`config.mk`:
```
export PLATFORM = sky130hd
export DESIGN_NAME = rom_reader
export DESIGN_NICKNAME = d
export VERILOG_FILES = /design/src/rtl/rom_reader.sv
export SDC_FILE = /design/constraint.sdc
export NUM_CORES = 1
export LEC_CHECK = 0
export ABC_AREA = 1
export CAP_MARGIN = 20
export CORE_ASPECT_RATIO = 1.25
export CORE_UTILIZATION = 40
export CTS_CLUSTER_DIAMETER = 80
export DETAILED_ROUTE_END_ITERATION = 10
export HOLD_SLACK_MARGIN = 0.1
export MAX_ROUTING_LAYER = met4
export PLACE_DENSITY = 0.8
export SYNTH_ARGS = -nofsm -noshare
export SYNTH_HDL_FRONTEND = slang
export SYNTH_SLANG_ARGS = --single-unit
```
`constraint.sdc`:
```
create_clock -name clk -period 1.4 [get_ports clk]
set_clock_uncertainty 0.2 [all_clocks]
set_input_delay 0.28 -clock clk [delete_from_list [all_inputs] [get_ports clk]]
set_output_delay 0.28 -clock clk [all_outputs]
set_load 0.02 [all_outputs]
```
`src/rtl/rom_reader.sv`:
```
// ---------------------------------------------------------------------------
// rom_reader
//
// Read initiator for a small asynchronous-read ROM. A start command sweeps a
// contiguous, wrapping range of ROM addresses; every byte returned by the ROM
// is captured into an output register and streamed downstream on a
// valid/ready handshake. A one-cycle done pulse marks the end of each sweep.
//
// Optional feature (macro ROM_READER_CSUM_EN):
//   Adds a csum output holding the XOR of all bytes captured during the
//   current sweep. Cleared on reset and when a start is accepted; final from
//   the done cycle until the next accepted start.
//
// Parameters:
//   ADDR_W      ROM address width (ROM depth is 2**ADDR_W)
//   DATA_W      ROM data width
//
// Ports:
//   clk         system clock, rising edge
//   rst         synchronous active-high reset
//   start       command strobe, only honoured while idle
//   base_addr   first ROM address of the sweep
//   count       number of words to read (values above the ROM depth clamp)
//   rom_address ROM address, direct copy of the sweep pointer
//   rom_en      ROM enable, high only on cycles that capture a word
//   rom_data    ROM read data, meaningful only while rom_en is high
//   out_data    captured word
//   out_valid   out_data holds a word not yet accepted downstream
//   out_ready   downstream accepts the word on this edge
//   busy        a sweep is in progress (reading or draining)
//   done        one-cycle pulse when a sweep completes
//   csum        XOR of captured bytes (only with ROM_READER_CSUM_EN)
// ---------------------------------------------------------------------------
module rom_reader #(
    parameter int unsigned ADDR_W = 4,
    parameter int unsigned DATA_W = 8
) (
    input  logic              clk,
    input  logic              rst,
    input  logic              start,
    input  logic [ADDR_W-1:0] base_addr,
    input  logic [ADDR_W:0]   count,
    output logic [ADDR_W-1:0] rom_address,
    output logic              rom_en,
    input  logic [DATA_W-1:0] rom_data,
    output logic [DATA_W-1:0] out_data,
    output logic              out_valid,
    input  logic              out_ready,
    output logic              busy,
    output logic              done
`ifdef ROM_READER_CSUM_EN
    ,
    output logic [DATA_W-1:0] csum
`endif
);

    typedef enum logic [1:0] {
        StIdle,
        StRead,
        StDrain,
        StDone
    } state_e;

    localparam logic [ADDR_W:0] Depth    = (ADDR_W + 1)'(2 ** ADDR_W);
    localparam logic [ADDR_W:0] RemOne   = (ADDR_W + 1)'(1);
    localparam logic [ADDR_W:0] RemZero  = '0;
    localparam logic [ADDR_W-1:0] AddrOne = ADDR_W'(1);

    state_e            state;
    logic [ADDR_W-1:0] cur;
    logic [ADDR_W:0]   remaining;
    logic [ADDR_W:0]   count_clamped;
    logic              capture;
    logic              transfer;

    // A sweep never reads more than the whole ROM once.
    always_comb begin
        count_clamped = count;
        if (count > Depth) begin
            count_clamped = Depth;
        end
    end

    // The output register may be refilled on the same edge its word leaves,
    // which is what sustains one word per cycle.
    assign capture     = (state == StRead) && (!out_valid || out_ready);
    assign transfer    = out_valid && out_ready;
    assign rom_en      = capture;
    assign rom_address = cur;
    assign busy        = (state == StRead) || (state == StDrain);

    always_ff @(posedge clk) begin
        if (rst) begin
            state     <= StIdle;
            cur       <= '0;
            remaining <= '0;
            out_data  <= '0;
            out_valid <= 1'b0;
            done      <= 1'b0;
`ifdef ROM_READER_CSUM_EN
            csum      <= '0;
`endif
        end else begin
            done <= 1'b0;

            // Output register: capture wins over a plain transfer, so a
            // simultaneous capture and transfer keeps out_valid high.
            if (capture) begin
                out_data  <= rom_data;
                out_valid <= 1'b1;
            end else if (transfer) begin
                out_valid <= 1'b0;
            end

`ifdef ROM_READER_CSUM_EN
            if (capture) begin
                csum <= csum ^ rom_data;
            end
`endif

            unique case (state)
                StIdle: begin
                    if (start) begin
                        cur       <= base_addr;
                        remaining <= count_clamped;
`ifdef ROM_READER_CSUM_EN
                        csum      <= '0;
`endif
                        if (count_clamped == RemZero) begin
                            state <= StDone;
                            done  <= 1'b1;
                        end else begin
                            state <= StRead;
                        end
                    end
                end

                StRead: begin
                    if (capture) begin
                        cur       <= cur + AddrOne;
                        remaining <= remaining - RemOne;
                        // Last word captured: wait for it to leave.
                        if (remaining == RemOne) begin
                            state <= StDrain;
                        end
                    end
                end

                StDrain: begin
                    if (out_ready) begin
                        state <= StDone;
                        done  <= 1'b1;
                    end
                end

                StDone: begin
                    state <= StIdle;
                end

                default: begin
                    state <= StIdle;
                end
            endcase
        end
    end

endmodule

```
==> results of run 1 <==
through the flow:
step / power [µW] / cells / setup TNS [ps]
5_1_grt: 4460 / 256 / -2840
2_1_floorplan: 2380 / 164 / 0
4_1_cts: 3970 / 256 / -1700
6_report: 4180 / 256 / -2020
3_3_place_gp: 3170 / 247 / -7190
3_5_place_dp: 3260 / 247 / -7990
cells by family after synthesis:
kind of cell | count (synthesis) | synth area share, %
adder cells (fa/ha/maj) | 6 | 6.86
AO/OA/AOI/OAI | 28 | 13.2
AND/OR/NAND/NOR | 90 | 33.9
flip-flops | 21 | 38.4
buffers and inverters | 19 | 7.66
flip-flops by register name, summed over array words and instances, names as in the netlist:
name	flops
done	1
out_data	8
out_valid	1
remaining	5
rom_address	4
state	2
per-layer routing:
metal / GRT usage, % / vias up / part of all wire (%)
met4: 13.0 / 0 / 3.8
li1: - / 645 / -
met1: 23.2 / 595 / 36
met2: 46.2 / 43 / 56
met3: 2.76 / 14 / 4.1
met5: - / - / 0
cell type report:
type / count / area share (%)
multi-input cells: 124 / 40.3
clock inverters: 1 / 0.277
repair buffers: 60 / 28.3
clock buffers: 3 / 1.25
inverters: 14 / 4.02
well taps: 33 / 2.29
flip-flops and latches: 21 / 23.5
report_power, final:
part | switching (µW) | total [µW] | internal, µW
Sequential | 159 | 992 | 833
Combinational | 1610 | 2880 | 1280
Clock | 200 | 307 | 106
path summary, 6_finish.rpt:
check,end,cells past startpoint
max,rom_en,6
min,out_data[2],2
max reg2reg,rom_address[2],9
min reg2reg,out_data[2],2
Yosys cell counts:
library cell / n / area, µm²
a21oi_1: 12 / 60.1
and2_1: 1 / 6.26
buf_2: 4 / 20.0
buf_6: 1 / 11.3
clkinv_1: 1 / 3.75
dfxtp_1: 21 / 420
ha_1: 6 / 75.1
inv_1: 12 / 45.0
inv_2: 1 / 3.75
nand2_1: 42 / 158
nand3_1: 9 / 45.0
nand3_2: 1 / 10.0
nand3b_1: 1 / 7.51
nand4_1: 1 / 6.26
nor2_1: 32 / 120
nor2_2: 2 / 12.5
nor3_1: 1 / 5.00
o21ai_0: 14 / 70.1
o21bai_1: 1 / 7.51
o22ai_1: 1 / 6.26
repair_timing:
item | in CTS | in global routing
gates cloned | 1 | 0
resized for setup | 112 | 20
pin swaps | 13 | 10
buffers inserted | 4 | 0
endpoints found under the setup margin | 27 | 22
worst max-delay path: stages:
cell             delay [ps]
clkdlybuf4s50_1         510
inv_2                    50
nand2_2                  80
nand2_4                  70
clkinv_4                 40
buf_6                   100
==> qor.yml, run 1 <==
sta:
  maxSlewViolCount: 0
  timing.final.crit_period_ps: 1620
  fmax_mhz: 619
  rsz0062_at_grt: "yes"
  setup-violations-final: 13
  hold_slack_ps: 300
  period_share_pct: 115
  worst_slack_ps: -215
  worst_pin_slew_ps: 212
  hold_viol_final: 0
  max_slew_margin_pct: 85.8
route:
  drc_errors: 0
  dr.pass1.iters: 4
  drtIter0Drc: 38
  wirelength_um: 3430
  ant_nets: 0
  via_per_inst: 5.07
  post_drt_wl_per_cell_um: 13.4
  vias: 1297
yosys:
  ys_warn_count: 0
  ys_types: 20
  synth.avg_cell_area_um2: 6.67
  syn_inst: 164
  mappedNetlistArea_um2: 1090
  synth_seq_area_share_pct: 38.4
  synth-seq-cells: 21
  synth_nets: 191
layout:
  final_common_cell: "nand2_1"
  multi_input_area_um2: 728
  postLayoutCellArea_um2: 1810
  ff_latch_area_um2: 425
  final_nets: 251
  nFillCells: 203
  layout-drive-gt1-share_pct: 39.0
  final_cell_mix: "30 x nand2_1, 29 x nor2_1, 20 x clkdlybuf4s50_1"
  area_delta_synth_final_pct: 65.2
  final_util_pct: 72.2
  insertedDiodeCount: 0
grt:
  antenna_found_initial: 0
  grt_max_degree: 13
  grt_pass1_wl_um: 5260
  grtUsageTotal_pct: 23.8
  grt.overflow.total: 0
  grt_pass1_vias: 1309
clocking:
  h-tree-depth: 1
  cts-hold-fix-buffers: 0
  path_clk_slew_ps: 130
  tritoncts: "built"
  cts_sinks: 21
  clk_latency_ps: 310
  cts_made_buffers: 3
  clockBufferDepth: 2
  cts-root-buf: "clkbuf_4"
worst_setup_path:
  crit-reg2reg-launch: "state[1]"
  rrSetupSlack_ps: -210
  path_class: "in2out"
  cp_data_arrival_time_ps: 1140
  cp-startpoint: "out_ready"
  crit_path_end_kind: "output port"
  worst-path-max-fanout: 2
  worstPathRequired_ps: 920
  cp-start-kind: "primary input"
placement:
  pre_cts_ws_ps: -713
  placed_area_um2: 1630
  dpl.hpwl_um: 2180
  place.gp.congestion: 0.859
  portBuffers: 36
power_and_ir_drop:
  peakVddDrop_uv: 1470
  power_density_nw_per_um2: 2310
  leakagePower_uw: 0.000825
floorplanning:
  start_util_pct: 43.7
  std_cell_rows: 20
  core_area_um2: 2500
  dieArea_um2: 2950
  die_height_um: 60.5
  ios: 37
  chipWidth_um: 48.8
outcome:
  violations: "negative setup slack"
  status: "finished with violations"
job:
  maxCapViolations: 0
min_path:
  hp-start: "out_data[2]"
  hp-class: "reg2reg"
Power figures use the tool's default switching activity.
==> inputs of run 2 (changes only) <==
- CORE_MARGIN: default -> 5
- PLACE_DENSITY: 0.8 -> 0.74
- SETUP_SLACK_MARGIN: default -> 0.5
==> run 2 against run 1 <==
  * The run still ends with negative setup slack left
  * Worst setup slack worse by 53 ps
  * Non-clock buffer count is 9 higher
  * Clock power is 2% lower
  * Highest routed layer unchanged
  * Final area is 22% higher
  * Utilization is 11 points higher
  * Sequential power is 13% higher
  * Clock-buffer cell count stayed put
  * Global-route usage is 2.7 points lower
  * Die area is 32% higher
  * Combinational power is 35% higher
==> qor.yml, run 2 (synthesis results as in run 1) <==
power_and_ir_drop:
  pwr-share-clk_pct: 5.7  # was 7.3%
  leakagePower_uw: 0.000955  # was 0.000825 µW
  power_uw: 5300  # was 4180 µW
  power_density_nw_per_um2: 2410  # was 2310 nW/µm²
  p_int_uw: 2920  # was 2220 µW
  p_sw_uw: 2380  # was 1970 µW
  peakVddDrop_uv: 1630  # was 1470 µV
  comb_power_share_pct: 73.2  # was 68.9%
  switching_share_pct: 44.9  # was 47.0%
  p_seq_share_pct: 21.1  # was 23.7%
worst_setup_path:
  cp_data_arrival_time_ps: 1680  # was 1140 ps
  path_delay_family: "buffers and inverters"  # unchanged
  slowest_delay_ps: 380  # was 510 ps
  cpMaxStageDelayCell: "dfxtp_4"  # was clkdlybuf4s50_1
  cp-start-kind: "flop"  # was primary input
  critPathBufInv: 4  # unchanged
  path_common_cell: "nand2_1"
  worst-path-max-fanout: 5  # was 2
  crit_chain: "inv_4 > ha_4 > buf_12 > buf_4 > buf_16 > nand2_1 > o22ai_1 > nand2_1 > nand2_1 > nor2_1"  # was clkdlybuf4s50_1 > inv_2 > nand2_2 > nand2_4 > clkinv_4 > buf_6
  crit_path_end_kind: "flop"  # was output port
  worstPathRequired_ps: 1410  # was 920 ps
  path_class: "reg2reg"  # was in2out
clocking:
  clk_latency_ps: 300  # was 310 ps
  path_clk_slew_ps: 120  # was 130 ps
  cts_sinks: 21  # unchanged
  cts_made_buffers: 3  # unchanged
  cts-hold-fix-buffers: 0  # unchanged
  tritoncts: "built"  # unchanged
  h-tree-depth: 1  # unchanged
  clockBufferDepth: 2  # unchanged
  cts-root-buf: "clkbuf_4"  # unchanged
layout:
  final_util_pct: 83.0  # was 72.2%
  final_nets: 260  # was 251
  layout-drive-gt1-share_pct: 56.5  # was 39.0%
  insertedDiodeCount: 0  # unchanged
  max_flop_register: "out_data"  # unchanged
  area_delta_synth_final_pct: 101  # was 65.2%
  largest_reg_flops: 8  # unchanged
  nFillCells: 158  # was 203
  final_cell_mix: "31 x nand2_1, 22 x buf_6, 21 x buf_4"  # was 30 x nand2_1, 29 x nor2_1, 20 x clkdlybuf4s50_1
  final_common_cell: "nand2_1"  # unchanged
grt:
  grtUsageTotal_pct: 21.0  # was 23.8%
  grt_max_degree: 13  # unchanged
  grt_pass1_vias: 1413  # was 1309
  grt_pass1_wl_um: 6120  # was 5260 µm
  antenna_found_initial: 0  # unchanged
  grt.overflow.total: 0  # unchanged
route:
  post_drt_wl_per_cell_um: 16.3  # was 13.4 µm
  drc_errors: 0  # unchanged
  ant_nets: 0  # unchanged
  vias: 1397  # was 1297
  dr.pass1.iters: 4  # unchanged
  drtIter0Drc: 49  # was 38
  wirelength_um: 4340  # was 3430 µm
  via_per_inst: 5.25  # was 5.07
floorplanning:
  core_area_um2: 2650  # was 2500 µm²
  chipWidth_um: 56.8  # was 48.8 µm
  die_height_um: 68.5  # was 60.5 µm
  ios: 37  # unchanged
  std_cell_rows: 21  # was 20
  dieArea_um2: 3890  # was 2950 µm²
  start_util_pct: 41.2  # was 43.7%
sta:
  setup-violations-final: 14  # was 13
  worst_slack_ps: -268  # was -215 ps
  maxSlewViolCount: 0  # unchanged
  worst_pin_slew_ps: 235  # was 212 ps
  fmax_mhz: 599  # was 619 MHz
  rsz0062_at_grt: "yes"  # unchanged
  period_share_pct: 119  # was 115%
  max_slew_margin_pct: 84.3  # was 85.8%
  timing.final.crit_period_ps: 1670  # was 1620 ps
  hold_viol_final: 0  # unchanged
  hold_slack_ps: 308  # was 300 ps
outcome:
  status: "finished with violations"  # unchanged
  violations: "negative setup slack"  # unchanged
placement:
  dpl.hpwl_um: 2380  # was 2180 µm
  portBuffers: 36  # unchanged
  place.gp.congestion: 0.878  # was 0.859
job:
  maxCapViolations: 0  # unchanged
min_path:
  hp-class: "reg2reg"  # unchanged
[run 2: cell types whose count changed in the layout (fill, tap and decap cells not counted), moves of 5 or more]
cell,previous run,this run
dfxtp_2,4,12
dfxtp_1,17,4
nor2_4,0,11
o21ai_2,4,10
buf_2,12,0
buf_6,8,22
dfxtp_4,0,5
nor2_1,29,18
[run 2: power groups by stage]
stage / Combinational [µW] / Clock, µW / Sequential (µW)
2_1_floorplan: 1350 / 0 / 1170
3_3_place_gp: 2380 / 0 / 982
3_5_place_dp: 2460 / 0 / 999
4_1_cts: 3200 / 314 / 1050
5_1_grt: 4130 / 344 / 1150
6_report: 3880 / 300 / 1120
[run 2: timing repair]
item | CTS | global route
buffers inserted | 4 | 8
gates resized for setup | 153 | 51
hold endpoints to repair | 0 | 0
gates cloned | 2 | 0
pin swaps | 14 | 14
setup endpoints to repair | 37 | 37
[run 2: metrics by stage]
step,setup WS (ps),instance area (µm²),cells,setup TNS (ps)
2_1_floorplan,40.4,1170,164,0
3_5_place_dp,-722,1690,248,-7760
5_1_grt,-312,2200,266,-3550
3_3_place_gp,-724,1690,248,-7330
6_report,-268,2200,266,-2670
4_1_cts,-239,1980,258,-2020
[run 2: worst paths after layout]
kind / start / endpoint / slack, ps / cells past startpoint
min: remaining[1] / remaining[1] / 310 / 2
max reg2reg: state[1] / remaining[4] / -270 / 10
min reg2reg: remaining[1] / remaining[1] / 310 / 2
max: state[1] / remaining[4] / -270 / 10
[run 2: worst min-delay path: stages, from the launching register on]
cell and delay (ps):
dfxtp_2 350, inv_2 80, a21oi_1 60
[run 2: cell type report]
type                            count  area, µm²  share of cell area, %
Clock buffer                        3       22.5                   1.02
Clock inverter                      1       5.00                  0.227
Inverter                           14       72.6                   3.30
Multi-Input combinational cell    124        870                   39.5
Sequential cell                    21        454                   20.6
Tap cell                           34       42.5                   1.93
Timing Repair Buffer               69        736                   33.4
[run 2: routing by layer]
metal / GRT usage (%) / vias up / wire (µm)
met2: 38.3 / 59 / 2340
met3: 3.58 / 20 / 208
li1: - / 663 / -
met5: - / - / 0
met1: 21.2 / 655 / 1540
met4: 12.8 / 0 / 254
